**config.mk**
```make
export PLATFORM = sky130hd
export DESIGN_NAME = gpio_rmw_master
export DESIGN_NICKNAME = d
export VERILOG_FILES = /design/src/rtl/gpio_rmw_master.sv
export SDC_FILE = /design/constraint.sdc
export NUM_CORES = 1
export LEC_CHECK = 0
export CAP_MARGIN = 20
export CORE_ASPECT_RATIO = 1.25
export CORE_MARGIN = 3
export CORE_UTILIZATION = 40
export CTS_BUF_LIST = sky130_fd_sc_hd__clkbuf_8 sky130_fd_sc_hd__clkbuf_16
export DETAILED_ROUTE_END_ITERATION = 10
export PLACE_DENSITY = 0.83
export RECOVER_POWER = 25
export SYNTH_ARGS = -nofsm -noshare
export SYNTH_HDL_FRONTEND = slang
export SYNTH_SLANG_ARGS = --single-unit
```
**constraint.sdc**
```tcl
create_clock -name clk_i -period 2.32 [get_ports clk_i]
set_input_delay 0.58 -clock clk_i [delete_from_list [all_inputs] [get_ports clk_i]]
set_output_delay 0.58 -clock clk_i [all_outputs]
set_load 0.01 [all_outputs]
```
**src/rtl/gpio_rmw_master.sv**
```systemverilog
// Bus initiator for the GPIO register bus: READ/WRITE/SET/CLEAR/TOGGLE with read-modify-write bit ops.
// Optional write readback check enabled by defining GPIO_RMW_VERIFY_EN.
module gpio_rmw_master #(
  parameter int unsigned WIDTH        = 5,
  parameter logic [31:0] DATA_ADDR    = 32'h0000_0000,
  parameter logic [31:0] DIR_ADDR     = 32'h0000_0004,
  parameter int unsigned READ_LATENCY = 1
) (
  input  logic             clk_i,
  input  logic             rst_ni,
  input  logic             cmd_valid_i,
  output logic             cmd_ready_o,
  input  logic [2:0]       cmd_op_i,
  input  logic             cmd_sel_i,
  input  logic [WIDTH-1:0] cmd_mask_i,
  input  logic [WIDTH-1:0] cmd_data_i,
  output logic             read_o,
  output logic             write_o,
  output logic [31:0]      address_o,
  output logic [31:0]      write_data_o,
  input  logic [31:0]      read_data_i,
  output logic             rsp_valid_o,
  output logic [WIDTH-1:0] rsp_data_o,
  output logic             rsp_err_o
);

  localparam int unsigned CNT_W = 4;

  localparam logic [2:0] OP_READ   = 3'd0;
  localparam logic [2:0] OP_WRITE  = 3'd1;
  localparam logic [2:0] OP_SET    = 3'd2;
  localparam logic [2:0] OP_CLEAR  = 3'd3;
  localparam logic [2:0] OP_TOGGLE = 3'd4;

  typedef enum logic [2:0] {
    S_IDLE,
    S_RD,
    S_RD_WAIT,
    S_WR,
    S_VFY_RD,
    S_VFY_WAIT,
    S_RSP
  } state_e;

  state_e           state_q;
  logic [2:0]       op_q;
  logic             sel_q;
  logic [WIDTH-1:0] mask_q;
  logic [WIDTH-1:0] wdata_q;
  logic [CNT_W-1:0] cnt_q;

  logic [WIDTH-1:0] old_c;
  logic [WIDTH-1:0] merged_c;
  logic [31:0]      sel_addr_c;
  logic             unused_rd_hi;

  function automatic logic [31:0] addr_of(input logic sel);
    return sel ? DIR_ADDR : DATA_ADDR;
  endfunction

  assign old_c        = read_data_i[WIDTH-1:0];
  assign sel_addr_c   = addr_of(sel_q);
  assign unused_rd_hi = ^read_data_i[31:WIDTH];

  // Bit-op merge of the value just read back from the register
  always_comb begin
    merged_c = old_c;
    case (op_q)
      OP_SET:    merged_c = old_c | mask_q;
      OP_CLEAR:  merged_c = old_c & ~mask_q;
      OP_TOGGLE: merged_c = old_c ^ mask_q;
      default:   merged_c = old_c;
    endcase
  end

  // Sequencer: outputs are registered together with the state they belong to
  always_ff @(posedge clk_i or negedge rst_ni) begin
    if (!rst_ni) begin
      state_q      <= S_IDLE;
      op_q         <= '0;
      sel_q        <= 1'b0;
      mask_q       <= '0;
      wdata_q      <= '0;
      cnt_q        <= '0;
      cmd_ready_o  <= 1'b0;
      read_o       <= 1'b0;
      write_o      <= 1'b0;
      address_o    <= '0;
      write_data_o <= '0;
      rsp_valid_o  <= 1'b0;
      rsp_data_o   <= '0;
      rsp_err_o    <= 1'b0;
    end else begin
      cmd_ready_o  <= 1'b0;
      read_o       <= 1'b0;
      write_o      <= 1'b0;
      address_o    <= '0;
      write_data_o <= '0;
      rsp_valid_o  <= 1'b0;

      case (state_q)
        S_IDLE: begin
          // cmd_ready_o is low for one cycle after reset release, so nothing is accepted then
          if (cmd_valid_i && cmd_ready_o) begin
            op_q   <= cmd_op_i;
            sel_q  <= cmd_sel_i;
            mask_q <= cmd_mask_i;
            case (cmd_op_i)
              OP_READ, OP_SET, OP_CLEAR, OP_TOGGLE: begin
                state_q   <= S_RD;
                read_o    <= 1'b1;
                address_o <= addr_of(cmd_sel_i);
              end
              OP_WRITE: begin
                state_q      <= S_WR;
                write_o      <= 1'b1;
                address_o    <= addr_of(cmd_sel_i);
                write_data_o <= 32'(cmd_data_i);
                wdata_q      <= cmd_data_i;
              end
              default: begin
                state_q     <= S_RSP;
                rsp_valid_o <= 1'b1;
                rsp_data_o  <= '0;
                rsp_err_o   <= 1'b1;
              end
            endcase
          end else begin
            cmd_ready_o <= 1'b1;
          end
        end

        S_RD: begin
          state_q <= S_RD_WAIT;
          cnt_q   <= CNT_W'(READ_LATENCY - 1);
        end

        S_RD_WAIT: begin
          if (cnt_q != '0) begin
            cnt_q <= cnt_q - CNT_W'(1);
          end else if (op_q == OP_READ) begin
            state_q     <= S_RSP;
            rsp_valid_o <= 1'b1;
            rsp_data_o  <= old_c;
            rsp_err_o   <= 1'b0;
          end else begin
            state_q      <= S_WR;
            write_o      <= 1'b1;
            address_o    <= sel_addr_c;
            write_data_o <= 32'(merged_c);
            wdata_q      <= merged_c;
          end
        end

        S_WR: begin
`ifdef GPIO_RMW_VERIFY_EN
          state_q   <= S_VFY_RD;
          read_o    <= 1'b1;
          address_o <= sel_addr_c;
`else
          state_q     <= S_RSP;
          rsp_valid_o <= 1'b1;
          rsp_data_o  <= wdata_q;
          rsp_err_o   <= 1'b0;
`endif
        end

`ifdef GPIO_RMW_VERIFY_EN
        S_VFY_RD: begin
          state_q <= S_VFY_WAIT;
          cnt_q   <= CNT_W'(READ_LATENCY - 1);
        end

        // Readback compare; response still reports the value that was written
        S_VFY_WAIT: begin
          if (cnt_q != '0) begin
            cnt_q <= cnt_q - CNT_W'(1);
          end else begin
            state_q     <= S_RSP;
            rsp_valid_o <= 1'b1;
            rsp_data_o  <= wdata_q;
            rsp_err_o   <= (old_c != wdata_q);
          end
        end
`endif

        S_RSP: begin
          state_q     <= S_IDLE;
          cmd_ready_o <= 1'b1;
        end

        default: begin
          state_q <= S_IDLE;
        end
      endcase
    end
  end

endmodule

```
==> results.md <==
* Status: completed
* Die Span Y at 92.8 um
* Starting density of the core at 0.428
* Slowest cell delay on critical path at 0.48 ns
* First-pass GRT wire length at 7400 um
* CTS sink count at 37
* Nets at 357
* HP Class: register to register
* Yosys warns at 0
* Most crowded layer after global routing: met2
* PortBufs at 37
* Area of the multi-input gates at 0.00113 mm2
* R2R Setup Slk at 0.42 ns
* Final core utilization at 0.488
* Post_cts resized at 0
* Filler-free cell count of the finished design at 359
* Clock root buffer: clkbuf_8
* Cells after Synth at 250
* Mapped Area at 0.00241 mm2
* Clock latency on the worst-skew pair at 0.28 ns
* Vias in the first global route at 1611
* Ant diodes at 0
* Final worst slack at 0.230 ns
* WHS Path Cells at 2
* Synth top area cells: dfrtp_1, buf_4, ha_1, a221o_1, nand2_1
* Post-DP HPWL at 3570 um
* Post-CTS Setup Inserts at 0
* Die Width at 75.4 um
* RSZ-0062 raised after global routing: false
* Initial DRC count at 89
* Crit-path cells: clkdlybuf4s50_1 > nand2_1 > or4_1 > o21ai_4 > mux2_2
* Clock edge transition at the registers on the reported setup and hold paths at 0.06 ns
* Worst slew margin at 0.405
* Startpoint of the worst hold path: sel_q$_DFFE_PN0P_
* Post-DRT Antenna Nets at 0
* Fmax at 478 MHz
* Wire per inst at 12.8 um
* Gr usage total at 0.135
* Setup Crit Path Kind: input pin to register
* Place WS at -0.0706 ns
* Clock Tree Buf Depth at 2
* GRT overflow at 0
* Post-synth top area cell: dfrtp_1
* Post-synth EDFFs at 0
* Drc violations at 0
* Largest net degree at the start of global routing at 38
* CP delay by family, top: simple AND/OR/NAND/NOR gates
* RR Startpoint: op_q[0]$_DFFE_PN0P_
* GP Congestion at 0.888
* Flops & latches, synth at 37
* Met3 GRT Util at 0.0261
* CP bufs+invs at 1
* CP max-delay cell: clkdlybuf4s50_1
* Placement Rows at 30
* Predominant post-synthesis flop cell: dfrtp_1
* Max-Cap Viols at 0
* Routed wire length at 4600 um
* Critical path capture point type: register
* Vias at 1729
* Commonest non-fill, non-tap cell in the layout: conb_1
* Final Hold Fails at 0
* Worst Path Arrival at 2.26 ns
* Final hold slack at 0.479 ns
* Commonest non-fill, non-tap cells in the layout: conb_1, dfrtp_1, clkdlybuf4s50_1, nand2_1, inv_1
* Mapped Avg Cell Area at 9.63 um2
* Tcrit/Tclk final at 0.901
* Critical path startpoint category: input pin
* Die area at 0.00699 mm2
* Met1 GRT Util at 0.165
* Final setup fails at 0
* Placed insts at 353
* Top-area cell type share of the netlist area at 0.384
* CTS buffer count at 5
* Worst R2R End: wdata_q[0]$_DFFE_PN0P_
* Deepest level of the CTS H-tree at 2
* Fill cells at 513
* Final min period at 2.09 ns
* # IOs at 123
* Pwr Density at 1020 mW/mm2
* Area grow syn2layout at 14.2%
* GR Util met2 at 0.226
* Initial antenna violation count at 0
* Setup Skew at 0.00253 ns
* Synth unique cells at 39
* Lkg Pwr at 1.39 nW
* Register area at 926 um2
* Worst VDD drop at 0.375 mV
* Sequential element share of the synthesized area at 0.384
* Routed vias/inst at 4.82
* Maximum fanout along the worst path at 6
* Core Area at 0.00563 mm2
* WHS Endpoint: sel_q$_DFFE_PN0P_
* Slew Limit Fails at 0
* Total iterations of the first detailed-routing run at 4
* Pwr Total at 0.00280 W
* CTS tree: built
* Post-synth ARST share at 1.00
* Worst Reg-to-Reg Cells at 4
* Share of layout cells above drive strength 1 at 0.115
* Crit path required time at 2.49 ns
* Measured slew at the worst slew-check pin at 0.892 ns
* # hold bufs at CTS at 0
==> Yosys cell counts (all sizes together) (3+ instances only) <==
| library cell | n |
|---|---|
| nor2 | 12 |
| dfrtp | 37 |
| inv | 18 |
| mux2 | 6 |
| buf | 65 |
| xor2 | 3 |
| a211oi | 5 |
| ha | 12 |
| nand3 | 5 |
| nor3b | 3 |
| a22o | 5 |
| o221ai | 5 |
| o21ai | 10 |
| clkbuf | 4 |
| a21o | 5 |
| a221o | 10 |
| nand2 | 21 |
| nand2b | 3 |
==> cell type report <==
cell class | instances | share of cell area
Multi-Input combinational cell | 183 | 0.411
Sequential cell | 37 | 0.337
Timing Repair Buffer | 51 | 0.172
Tap cell | 64 | 0.0291
Clock buffer | 5 | 0.0250
Inverter | 18 | 0.0246
Clock inverter | 1 | 0.00182
==> cells by family after synthesis <==
logic type	count (synthesis)	synth area share
buffers and inverters	87	0.235
and+or+nand+nor	57	0.117
AOI/OAI and AO/OA	47	0.160
DFF	37	0.384
adders and majority gates	12	0.0623
muxes	6	0.0280
xor gates and xnor gates	3	0.0109
other	1	0.00156
==> worst max path at each step <==
stage | startpoint | end | slack, ns | depth (start not counted)
after floorplan | cmd_valid_i | rsp_data_o[0]$_DFFE_PN0P_ | 0.42 | 5
after global placement | cmd_valid_i | rsp_data_o[4]$_DFFE_PN0P_ | -0.05 | 5
after detailed placement | cmd_valid_i | rsp_data_o[0]$_DFFE_PN0P_ | -0.07 | 5
after CTS | cmd_valid_i | rsp_data_o[3]$_DFFE_PN0P_ | 0.23 | 5
after global routing | cmd_valid_i | rsp_data_o[2]$_DFFE_PN0P_ | 0.16 | 5
final | cmd_valid_i | rsp_data_o[3]$_DFFE_PN0P_ | 0.23 | 5
==> report_power, final <==
part           switching, W  leakage, nW  internal [W]
Clock              0.000199       0.0399      0.000197
Combinational      0.000645        0.870      0.000662
Sequential         0.000212        0.480      0.000889
Total               0.00106         1.39       0.00175
==> sequential cells by signal, summed over array words and instances, names as in the netlist, 3 cells and up <==
| signal | flops |
|---|---|
| mask_q | 5 |
| rsp_data_o | 5 |
| wdata_q | 5 |
| write_data_o | 5 |
| cnt_q | 4 |
| op_q | 3 |
| state_q | 3 |
==> stage by stage <==
| step | TNS (ns) | area [um2] |
|---|---|---|
| floorplan | 0 | 2620 |
| global placement | -0.255 | 2680 |
| detailed placement | -0.330 | 2680 |
| CTS | 0 | 2750 |
| global route | 0 | 2750 |
| finish | 0 | 2750 |
==> metal layers <==
metal	part of all wire	wire, um	up-vias
li1	-	-	828
met1	0.40	1850	819
met2	0.51	2340	74
met3	0.070	324	8
met4	0.017	78	0
met5	0	0	-
==> worst min-delay path: stages (launching register included) <==
cell,delay [ns]
dfrtp_1,0.34
nand2_1,0.05
nand2_1,0.06
(Power assumes the default switching activity.)
